## src/rtl/difftest_batch_packer.sv

```systemverilog
// difftest_batch_packer
// Captures wide difftest batch words from the core gateway into a small
// circular FIFO and serialises each one into fixed-width AXI-Stream beats,
// least-significant slice first. The core is never stalled: batches that
// arrive while the FIFO is full are dropped and counted.

`ifndef CONFIG_DIFFTEST_BATCH_IO_WITDH
`define CONFIG_DIFFTEST_BATCH_IO_WITDH 1000
`endif

module difftest_batch_packer #(
  parameter int IN_W  = `CONFIG_DIFFTEST_BATCH_IO_WITDH,
  parameter int OUT_W = 512,
  parameter int DEPTH = 4
) (
  input  logic                     clock,
  input  logic                     reset,
  input  logic [IN_W-1:0]          in_data,
  input  logic                     in_enable,
  output logic                     out_valid,
  input  logic                     out_ready,
  output logic [OUT_W-1:0]         out_data,
  output logic                     out_last,
  output logic [$clog2(DEPTH):0]   fifo_level,
  output logic [31:0]              drop_count,
  output logic [31:0]              sent_count,
  output logic                     overflow
);

  localparam int BEATS = (IN_W + OUT_W - 1) / OUT_W;
  localparam int PW    = $clog2(DEPTH);
  localparam int BCW   = (BEATS > 1) ? $clog2(BEATS) : 1;
  localparam int PADW  = BEATS * OUT_W;
  localparam logic [BCW-1:0] LAST_BEAT = BCW'(BEATS - 1);
  localparam logic [PW:0]    FULL_LVL  = (PW + 1)'(DEPTH);

  typedef enum logic {
    IDLE = 1'b0,
    SEND = 1'b1
  } state_t;

  state_t          state;
  state_t          next_state;
  logic [IN_W-1:0] mem [DEPTH];
  logic [PW:0]     wr_ptr;
  logic [PW:0]     rd_ptr;
  logic [BCW-1:0]  beat_cnt;
  logic [PADW-1:0] head_pad;
  logic            full;
  logic            fire;
  logic            last_fire;
  logic            push;
  logic            drop;

  // Occupancy and the push/drop decision; a final-beat handshake frees a slot
  // in the same cycle, so a push that coincides with it is still accepted.
  always_comb begin
    fifo_level = wr_ptr - rd_ptr;
    full       = (fifo_level == FULL_LVL);
    fire       = out_valid & out_ready;
    last_fire  = fire & out_last;
    push       = in_enable & (~full | last_fire);
    drop       = in_enable & full & ~last_fire;
  end

  // Serialiser state register.
  always_ff @(posedge clock) begin
    if (reset) state <= IDLE;
    else       state <= next_state;
  end

  // Go to SEND on any push, back to IDLE when the last entry leaves with nothing arriving.
  always_comb begin
    next_state = state;
    case (state)
      IDLE: if (push) next_state = SEND;
      SEND: if (last_fire && !push && fifo_level == (PW + 1)'(1)) next_state = IDLE;
      default: next_state = IDLE;
    endcase
  end

  // Stream outputs; the head word is zero-extended so the final slice is padded.
  always_comb begin
    head_pad            = '0;
    head_pad[IN_W-1:0]  = mem[rd_ptr[PW-1:0]];
    out_valid           = (state == SEND);
    out_last            = out_valid && (beat_cnt == LAST_BEAT);
    out_data            = '0;
    if (out_valid) out_data = head_pad[int'(beat_cnt) * OUT_W +: OUT_W];
  end

  // FIFO storage is not reset; only the pointers define what is valid.
  always_ff @(posedge clock) begin
    if (!reset && push) mem[wr_ptr[PW-1:0]] <= in_data;
  end

  // Pointers, beat index and statistics.
  always_ff @(posedge clock) begin
    if (reset) begin
      wr_ptr     <= '0;
      rd_ptr     <= '0;
      beat_cnt   <= '0;
      drop_count <= '0;
      sent_count <= '0;
      overflow   <= 1'b0;
    end else begin
      if (push) wr_ptr <= wr_ptr + (PW + 1)'(1);
      if (fire) begin
        if (beat_cnt == LAST_BEAT) begin
          beat_cnt   <= '0;
          rd_ptr     <= rd_ptr + (PW + 1)'(1);
          sent_count <= sent_count + 32'd1;
        end else begin
          beat_cnt <= beat_cnt + BCW'(1);
        end
      end
      if (drop) begin
        overflow <= 1'b1;
        if (drop_count != 32'hFFFF_FFFF) drop_count <= drop_count + 32'd1;
      end
    end
  end

endmodule

```

## config.mk

```make
export PLATFORM = sky130hd
export DESIGN_NAME = difftest_batch_packer
export DESIGN_NICKNAME = d
export VERILOG_FILES = /design/src/rtl/difftest_batch_packer.sv
export SDC_FILE = /design/constraint.sdc
export NUM_CORES = 2
export LEC_CHECK = 0
export BUFFER_PORTS_ARGS = -buffer_cell sky130_fd_sc_hd__buf_2
export CAP_MARGIN = 20
export CORE_AREA = 10 10 617 619
export DETAILED_ROUTE_END_ITERATION = 7
export DIE_AREA = 0 0 627 629
export HOLD_SLACK_MARGIN = 0.03
export PLACE_DENSITY = 0.69
export SETUP_SLACK_MARGIN = 0.3
export SYNTH_ARGS = -nofsm -noshare
export SYNTH_HDL_FRONTEND = slang
export SYNTH_SLANG_ARGS = --single-unit
```

## constraint.sdc

```tcl
create_clock -name clock -period 26.1 [get_ports clock]
set_input_delay 3.915 -clock clock [delete_from_list [all_inputs] [get_ports clock]]
set_output_delay 3.915 -clock clock [all_outputs]
set_load 0.1 [all_outputs]
```

==> results.md <==
- Clock Skews: 0.0648 ns
- M2 GR Usage: 0.343
- Area growth syn-to-layout: 17.5%
- Gate power share: 0.083
- Max clock buf depth: 4
- Pwr dens: 77.9 nW/um2
- Final Hold Fails: 0
- Fin nets: 9532
- Cell with the most instances after synthesis: edfxtp_1
- First-pass GRT wire length: 601000 um
- Global route overflow: 0
- R2R setup slack: 18.00 ns
- Mapped Nets: 7785
- DP HPWL: 287000 um
- Run status: completed
- Reg-to-reg critical path startpoint: beat_cnt$_SDFFE_PP0N_
- Tmin final: 11.00 ns
- CP startpoint kind: flip-flop
- Reg clk slew, reported paths: 0.06 ns
- # H-tree levels: 5
- Drt total wl: 425000 um
- Critical Path AT: 7.08 ns
- Boundary Pins: 1586
- CP Max Fanout: 96
- DR vias/cell: 5.58
- Final ANT Viol Nets: 0
- RSZ-0062 raised after global routing: no
- Max_cap viols: 0
- Synth top area share: 0.772
- Initial drt markers: 7852
- Number of global-route vias before repair: 79300
- Worst rel slew slack: 0.219
- Clock Tree Root: clkbuf_16
- Number of synthesized flops with an enable pin: 4000
- Die Footprint: 394000 um2
- Die Y: 629 um
- Clk Latency, worst-skew pair: 0.91 ns
- Via count: 77400
- Crit share post-route: 0.421
- DRC: 0
- Die Span X: 627 um
- Final GP Congestion: 0.867
- IO buf count: 1585
- Met1 Use GR: 0.259
- Required time of the critical path: 22.18 ns
- Async S/R FF share, synth: 0
- Final Util: 0.497
- Rows: 223
- Achievable Freq: 90.9 MHz
- First-pass detailed-route iteration total: 6
- Postcts setup bufs: 0
- Routed wire per std cell: 30.6 um
- Layout cell share with drive strength beyond 1: 0.372
- Total power: 14.2 mW
- Synth area leaders: edfxtp_1 (77%), mux4_2 (14%), mux2i_1 (3.1%), nor2b_1 (2.1%), dfxtp_1 (0.96%)
- GR Util met3: 0.0579
- Reg power frac: 0.522
- Leak Pwr: 58.8 nW
- Synthesis-stage register bit count: 4075
- Avg Cell Area, Syn: 23.0 um2
- Unique masters post-synth: 46
- Most Used Layer, Global Route: met2
- Crit end category: output pin
- Antenna violations before repair: 396
- Core Region: 368000 um2
- Tot GR Track Use: 0.209
- Worst min path class: reg -> reg
- Critical path class: reg -> out
- Seq/Total Area, Yosys: 0.781
- Clock share of power: 0.395
- Psw: 3.37 mW
- Cell-internal power: 10.9 mW
- Clk sink count: 4075
- Commonest cells post-synth: edfxtp_1 (4000), mux4_2 (1000), nor2b_1 (518), mux2i_1 (488), clkbuf_1 (204)
- Hold_sp: overflow$_SDFFE_PP0P_
- Post-synth top flop: edfxtp_1
- CTS Hold Bufs: 0
- CTS Buf Count: 403
- Pin count of the biggest net entering global routing: 157
- Starting Density: 0.423
- Number of gates resized after cts: 0
- Syn Inst Count: 6772
- Cell taking the most area after synthesis: edfxtp_1
- CTS tree: built
- Cell area after synthesis: 156000 um2
- Fin Setup TNS: 0 ns
- Ys Warns: 0
- Slew @ Worst Pin: 1.17 ns
- Peak VDD IR: 74.3 uV
- Final setup viols: 0
- Sw Share: 0.236
- Fillers: 29100
- Slew Limit Fails: 0
[layer usage]
metal	vias to the layer above	wire, um
met4	158	19400
li1	32000	-
met3	1100	36100
met1	40700	156000
met5	-	1020
met2	3435	212000
[stage by stage]
| step | setup slack [ns] | std cells | instance area, um2 | hold slack (ns) |
|---|---|---|---|---|
| after floorplan | -2.48 | 6772 | 156000 | 0.467 |
| after global placement | 15.07 | 12900 | 169000 | 0.456 |
| after detailed placement | 15.08 | 13000 | 169000 | 0.478 |
| after CTS | 14.78 | 13700 | 182000 | 0.488 |
| after global routing | 14.41 | 13800 | 183000 | 0.518 |
| final | 15.10 | 13900 | 183000 | 0.488 |
[power by group through the flow]
stage | Clock (mW) | Combinational [mW] | Sequential [mW]
6_report | 5.63 | 1.18 | 7.43
5_1_grt | 6.00 | 1.23 | 7.44
4_1_cts | 5.73 | 1.19 | 7.43
3_5_place_dp | 0 | 1.19 | 7.57
3_3_place_gp | 0 | 1.17 | 7.55
2_1_floorplan | 0 | 0.789 | 7.68
[cell families (layout without fill, tap and decap cells)]
group	count (synthesis)	after routing	synth area share
flops	4075	4075	0.781
compound gates	87	87	0.00310
fa+ha+maj	9	9	0.000772
simple gates	717	717	0.0280
xor+xnor	23	23	0.00140
mux	1493	1493	0.176
buf+inv	368	2446	0.00899
other cells	0	175	0
[registers in the layout (all words and copies together), names as in the netlist, named ones only]
signal	count
overflow	1
beat_cnt	1
rd_ptr	3
drop_count	32
out_valid	1
wr_ptr	3
mem	4000
sent_count	32
[path summary, 6_finish.rpt]
kind	to	depth (start not counted)
max	out_data[96]	8
min	overflow$_SDFFE_PP0P_	2
max reg2reg	mem[1][614]$_DFFE_PP_	11
min reg2reg	overflow$_SDFFE_PP0P_	2
[cell type report]
| class | count | area [um2] | area share |
|---|---|---|---|
| Clock inverter | 261 | 2460 | 0.0135 |
| Tap cell | 4837 | 6050 | 0.0331 |
| Timing Repair Buffer | 1696 | 9090 | 0.0497 |
| Multi-Input combinational cell | 2329 | 32600 | 0.179 |
| Clock buffer | 475 | 10500 | 0.0572 |
| Sequential cell | 4075 | 122000 | 0.665 |
| Inverter | 14 | 52.6 | 0.000287 |
| Antenna cell | 175 | 438 | 0.00240 |
[layout by cell type (no fill, tap or decap), drive strengths merged, types with 6 or more instances in the layout]
cell / n
a21oi: 43
and2: 7
and3: 11
and4: 6
buf: 1696
bufinv: 31
clkbuf: 475
clkinv: 202
clkinvlp: 13
dfxtp: 75
diode: 175
edfxtp: 4000
ha: 8
inv: 29
mux2i: 488
mux4: 1000
nand2: 27
nand3: 29
nand4: 24
nor2: 38
nor2b: 518
nor4: 6
o21ai: 27
o31ai: 12
or3: 27
or4: 15
xnor2: 8
xor2: 14
[critical path, cell delays in order (launching register included)]
cell	delay, ns
dfxtp_4	0.90
buf_12	0.59
buf_4	0.82
buf_4	0.67
buf_4	0.86
mux4_2	0.61
mux2i_1	0.84
nor2b_1	0.13
buf_2	0.34
No activity file was read; power rests on OpenSTA's default activity.
